## src/rtl/reg_arb_pkg.sv

```systemverilog
// Shared types for the register-bank access arbiter: command codes and FSM states.
package reg_arb_pkg;

  typedef enum logic [1:0] {
    CMD_NOP   = 2'b00,
    CMD_WRITE = 2'b01,
    CMD_INC   = 2'b10,
    CMD_CLR   = 2'b11
  } cmd_t;

  typedef enum logic [1:0] {
    S_IDLE  = 2'd0,
    S_ISSUE = 2'd1,
    S_RESP  = 2'd2
  } state_t;

endpackage

```

## src/rtl/rr_picker.sv

```systemverilog
// Combinational requester picker: round-robin from rr_ptr, or lowest-index-wins
// when ARB_FIXED_PRIO_EN is defined (rr_ptr then ignored).
module rr_picker #(
  parameter  int NREQ = 3,
  localparam int IW   = $clog2(NREQ)
) (
  input  logic [NREQ-1:0] req,
  input  logic [IW-1:0]   rr_ptr,
  output logic [NREQ-1:0] gnt,
  output logic [IW-1:0]   gnt_idx
);

  always_comb begin
    int j;
    j       = 0;
    gnt     = '0;
    gnt_idx = '0;
`ifdef ARB_FIXED_PRIO_EN
    for (int i = NREQ - 1; i >= 0; i--)
      if (req[i]) gnt_idx = IW'(i);
`else
    // Scan backwards so the candidate closest to rr_ptr is the last one kept.
    for (int k = NREQ - 1; k >= 0; k--) begin
      j = int'(rr_ptr) + k;
      if (j >= NREQ) j = j - NREQ;
      if (req[j]) gnt_idx = IW'(j);
    end
`endif
    if (|req) gnt[gnt_idx] = 1'b1;
  end

endmodule

```

## src/rtl/reg_access_arbiter.sv

```systemverilog
// Arbitrates NREQ requesters onto one register bank, one strobe per command, then acks
// with the target's zero flag. ARB_FIXED_PRIO_EN selects fixed priority instead of round-robin.
module reg_access_arbiter
  import reg_arb_pkg::*;
#(
  parameter  int NREQ = 3,
  parameter  int NREG = 4,
  parameter  int W    = 8,
  localparam int SW   = $clog2(NREG)
) (
  input  logic              Clk,
  input  logic              RST,
  input  logic [NREQ-1:0]   req,
  input  logic [2*NREQ-1:0] cmd,
  input  logic [SW*NREQ-1:0] sel,
  input  logic [W*NREQ-1:0] wdata,
  input  logic [NREG-1:0]   reg_z,
  output logic [NREG-1:0]   reg_wen,
  output logic [NREG-1:0]   reg_inc,
  output logic [NREG-1:0]   reg_clr,
  output logic [W-1:0]      bus_out,
  output logic [NREQ-1:0]   ack,
  output logic              rsp_z,
  output logic              rsp_err,
  output logic              busy
);

  localparam int IW = $clog2(NREQ);

  state_t          state_q, state_d;
  logic [IW-1:0]   id_q, id_d;
  cmd_t            cmd_q, cmd_d;
  logic [SW-1:0]   sel_q, sel_d;
  logic [W-1:0]    wdata_q, wdata_d;
  logic            err_q, err_d;
  logic [IW-1:0]   rr_ptr;
  logic [NREQ-1:0] gnt;
  logic [IW-1:0]   gnt_idx;

  rr_picker #(.NREQ(NREQ)) u_picker (
    .req     (req),
    .rr_ptr  (rr_ptr),
    .gnt     (gnt),
    .gnt_idx (gnt_idx)
  );

`ifdef ARB_FIXED_PRIO_EN
  assign rr_ptr = '0;
`else
  logic [IW-1:0] rr_ptr_q, rr_ptr_d;

  always_comb begin
    rr_ptr_d = rr_ptr_q;
    if (state_q == S_RESP)
      rr_ptr_d = (int'(id_q) == NREQ - 1) ? '0 : id_q + 1'b1;
  end

  always_ff @(posedge Clk) begin
    if (!RST) rr_ptr_q <= '0;
    else      rr_ptr_q <= rr_ptr_d;
  end

  assign rr_ptr = rr_ptr_q;
`endif

  always_comb begin
    state_d = state_q;
    id_d    = id_q;
    cmd_d   = cmd_q;
    sel_d   = sel_q;
    wdata_d = wdata_q;
    err_d   = err_q;
    case (state_q)
      S_IDLE: begin
        if (|gnt) begin
          id_d    = gnt_idx;
          cmd_d   = cmd_t'(cmd[int'(gnt_idx)*2 +: 2]);
          sel_d   = sel[int'(gnt_idx)*SW +: SW];
          wdata_d = wdata[int'(gnt_idx)*W +: W];
          err_d   = (cmd_d == CMD_NOP) || (int'(sel_d) >= NREG);
          state_d = S_ISSUE;
        end
      end
      S_ISSUE: state_d = S_RESP;
      S_RESP:  state_d = S_IDLE;
      default: state_d = S_IDLE;
    endcase
  end

  always_ff @(posedge Clk) begin
    if (!RST) begin
      state_q <= S_IDLE;
      id_q    <= '0;
      cmd_q   <= CMD_NOP;
      sel_q   <= '0;
      wdata_q <= '0;
      err_q   <= 1'b0;
    end else begin
      state_q <= state_d;
      id_q    <= id_d;
      cmd_q   <= cmd_d;
      sel_q   <= sel_d;
      wdata_q <= wdata_d;
      err_q   <= err_d;
    end
  end

  // Outputs decode only flops, so nothing here glitches with requester inputs.
  always_comb begin
    reg_wen = '0;
    reg_inc = '0;
    reg_clr = '0;
    bus_out = '0;
    ack     = '0;
    rsp_z   = 1'b0;
    rsp_err = 1'b0;
    if (state_q == S_ISSUE) begin
      if (cmd_q == CMD_WRITE) bus_out = wdata_q;
      for (int i = 0; i < NREG; i++) begin
        if (!err_q && int'(sel_q) == i) begin
          case (cmd_q)
            CMD_WRITE: reg_wen[i] = 1'b1;
            CMD_INC:   reg_inc[i] = 1'b1;
            CMD_CLR:   reg_clr[i] = 1'b1;
            default:   ;
          endcase
        end
      end
    end
    if (state_q == S_RESP) begin
      rsp_err = err_q;
      for (int i = 0; i < NREQ; i++)
        if (int'(id_q) == i) ack[i] = 1'b1;
      for (int i = 0; i < NREG; i++)
        if (int'(sel_q) == i) rsp_z = reg_z[i];
    end
  end

  assign busy = (state_q != S_IDLE);

endmodule

```

## config.mk

```make
export PLATFORM = sky130hd
export DESIGN_NAME = reg_access_arbiter
export DESIGN_NICKNAME = d
export VERILOG_FILES = /design/src/rtl/reg_arb_pkg.sv /design/src/rtl/rr_picker.sv /design/src/rtl/reg_access_arbiter.sv
export SDC_FILE = /design/constraint.sdc
export NUM_CORES = 1
export LEC_CHECK = 0
export ABC_CLOCK_PERIOD_IN_PS = 2710
export CAP_MARGIN = 15
export CORE_MARGIN = 8
export CORE_UTILIZATION = 40
export DETAILED_ROUTE_END_ITERATION = 16
export HOLD_SLACK_MARGIN = 0.08
export PLACE_DENSITY_LB_ADDON = 0.15
export SYNTH_ARGS = -nofsm -noshare
export SYNTH_HDL_FRONTEND = slang
export SYNTH_SLANG_ARGS = --single-unit
```

## constraint.sdc

```tcl
create_clock -name Clk -period 2.71 [get_ports Clk]
set_clock_uncertainty 0.15 [all_clocks]
set_input_delay 0.542 -clock Clk [delete_from_list [all_inputs] [get_ports Clk]]
set_output_delay 0.542 -clock Clk [all_outputs]
set_load 0.005 [all_outputs]
```

==> impl_metrics.ini <==
[synthesis]
syn-num-nets = 235
ys_ff_latch = 19
synthesis.area_um2 = 1400
ys_warn_count = 0
synth_top_area_share_pct = 27.1
synth_edf_count = 0
ys_seq_area_share_pct = 27.1
ys.flop_type = dfxtp_1
async_reset_ff_share_pct = 0
syn_inst = 187
syn-mean-instance-area_um2 = 7.49
synth_cell_types = 40
synth_top_area_cell = dfxtp_1
synth.area.top_cells = dfxtp_1 (27%), a21o_1 (5.9%), a311oi_1 (5.6%), nor2_1 (5.6%), a21oi_1 (5.4%)

[placement]
place_area_um2 = 2230
dp_hpwl_mm = 3.94
pre_cts_slack_ps = -193
place.gp.congestion = 0.821
portBuffers = 70

[sta]
slew_viol_final = 0
period_share_pct = 96.3
min_period_ps = 2610
finalHoldViolations = 0
max_slew_margin_pct = 67.7
setup_viol = 0
rsz0062_at_grt = no
worst_slack_ps = 101
timing.fmax_mhz = 383
worst_pin_slew_ps = 483

[routing]
drt-pass1-iter-count = 4
drcViolationCount = 0
wl_per_cell_um = 15.4
postRouteAntennaNets = 0
wl_mm = 4.82
viasPerCell = 5.35
via_count = 1670
drt-initial-drc-count = 58

[die]
die-area_um2 = 5650
die_w_um = 75.2
coreArea_um2 = 3360
placementRows = 21
die_y_um = 75.2
ios = 71
start_util_pct = 41.7

[worst_setup_path]
critPathKind = in -> reg
r2r-end = err_q
r2r_slack_ps = 150
r2r-start = rr_ptr[0]
required_ps = 2770
path_max_fanout = 8
ff2ff_path_depth = 8
cp-start-kind = input pin
end_kind = register
worst_ep_arrival_time_ps = 2670

[final_layout]
n_fill_cell = 325
area_delta_synth_final_pct = 62.1
nNetsFinal = 315
final_area_um2 = 2270
drive_above_1_share_pct = 12.0
antenna_cells = 0

[cts]
cts_sinks = 19
path_clk_slew_ps = 110
tritoncts = yes
cts_htree_levels = 1
cts_buffers = 3
cts_buffer_depth = 2
clk_latency_ps = 300
cts_root_buf = clkbuf_4

[job]
cap_viol_max_count = 0

[grt]
grt_max_degree = 16
grt.overflow.total = 0
grt_usage_pct = 17.2
antenna_found_initial = 0
grt_pass1_wl_mm = 7.67
grt_pass1_vias = 1663

[pwr]
vdd_drop_max_mv = 0.156
p_leak_uw = 0.000914
power_per_cell_area_nw_per_um2 = 373

[min_path]
hp-start = wdata_q[7]
min_path_cells = 2
holdPathEnd = wdata_q[7]
hold_class = reg -> reg

[status]
status = finished clean
## worst max path at each step
stage	to	depth (start not counted)	start	slack (ps)
final	err_q	7	req[1]	100
after global routing	err_q	8	rr_ptr[0]	0.8
after CTS	rsp_z	4	reg_z[2]	10
after detailed placement	err_q	7	req[1]	-190
after global placement	err_q	7	req[1]	-120
after floorplan	err_q	9	rr_ptr[1]	270
## final cells by class
cell class                      count  area [um2]  area share (%)
Sequential cell                    19         380            16.7
Clock inverter                      1        5.00           0.220
Clock buffer                        3        22.5           0.991
Inverter                            6        22.5           0.991
Timing Repair Buffer               86         823            36.2
Tap cell                           46        57.6            2.53
Multi-Input combinational cell    151         961            42.3
## report_power, final
group | switching, uW | leakage, uW | internal, uW | total (uW)
logic | 159 | 0.000739 | 195 | 354
clock network | 93.9 | 0.0000177 | 55.1 | 149
registers | 27.7 | 0.000157 | 317 | 345
## sequential cells by signal, indices dropped and copies added, names as in the netlist
register and cells:
err_q 1, state_q 2, wdata_q 8, rr_ptr 2, id_q 2, sel_q 2, cmd_q 2
## repair_timing
| action | in CTS | in global routing |
|---|---|---|
| buffers inserted | 0 | 0 |
| gates resized for setup | 0 | 5 |
| hold buffers | 0 | 0 |
| setup endpoints to repair | 0 | 13 |
## logic make-up (layout without fill, tap and decap cells)
kind of cell | count (synthesis) | count (layout) | share of synthesized area, %
DFF | 19 | 19 | 27.1
and+or+nand+nor | 83 | 83 | 30.4
buffers and inverters | 17 | 96 | 5.18
adders and majority gates | 3 | 3 | 2.68
muxes | 3 | 3 | 3.39
AOI/OAI and AO/OA | 62 | 62 | 31.3
## layer usage
| metal | share of wire (%) | up-vias | track usage, % |
|---|---|---|---|
| li1 | - | 839 | - |
| met1 | 47 | 758 | 22.6 |
| met2 | 45 | 69 | 27.4 |
| met3 | 7.1 | 4 | 3.33 |
| met4 | 0.98 | 0 | 5.97 |
| met5 | 0 | - | 0 |
## critical path, cell delays in order
cell and delay (ps):
clkdlybuf4s50_1 520, mux2_4 320, a21oi_2 160, a21bo_4 240
a211o_1 250, a221o_1 330, o41ai_2 320
## cell usage after synthesis, drive strengths merged, types with 2 or more instances
cell type	instances
nand2	13
or2	3
nand3b	2
a21o	11
buf	2
ha	3
nor3b	3
and2	9
a211o	2
o21ai	14
nor2b	5
inv	6
and3b	3
nor2	21
and3	2
clkbuf	9
a21oi	16
dfxtp	19
a311oi	9
nand3	15
nor3	5
## metrics by stage
step	TNS [ps]	instances	util [%]	hold WS (ps)	total power, uW
final	0	312	67.6	385	848
after detailed placement	-1790	308	66.3	376	700
after global routing	0	312	67.6	417	903
after global placement	-598	308	66.3	358	693
after floorplan	0	187	-	337	540
after CTS	0	312	67.1	391	840
## placed cells by master, fill, tap and decap left out, types with 2 or more instances in the layout
master           Yosys  final
inv_1                6      6
clkbuf_4             0      3
nor2b_1              5      5
or2_2                2      2
a21oi_1             15     15
nor3b_1              3      3
a21o_1              11     11
nand3b_1             2      2
buf_4                0     16
and3_1               2      2
a211o_1              2      2
nand2_1             13     13
nor2_1              21     20
clkdlybuf4s50_1      0     69
nor3_1               5      5
ha_1                 3      2
and2_1               9      9
dfxtp_1             19     19
and3b_1              3      3
a311oi_1             9      9
o21ai_0             12     12
nand3_1             15     15
No activity file was read; power rests on OpenSTA's default activity.
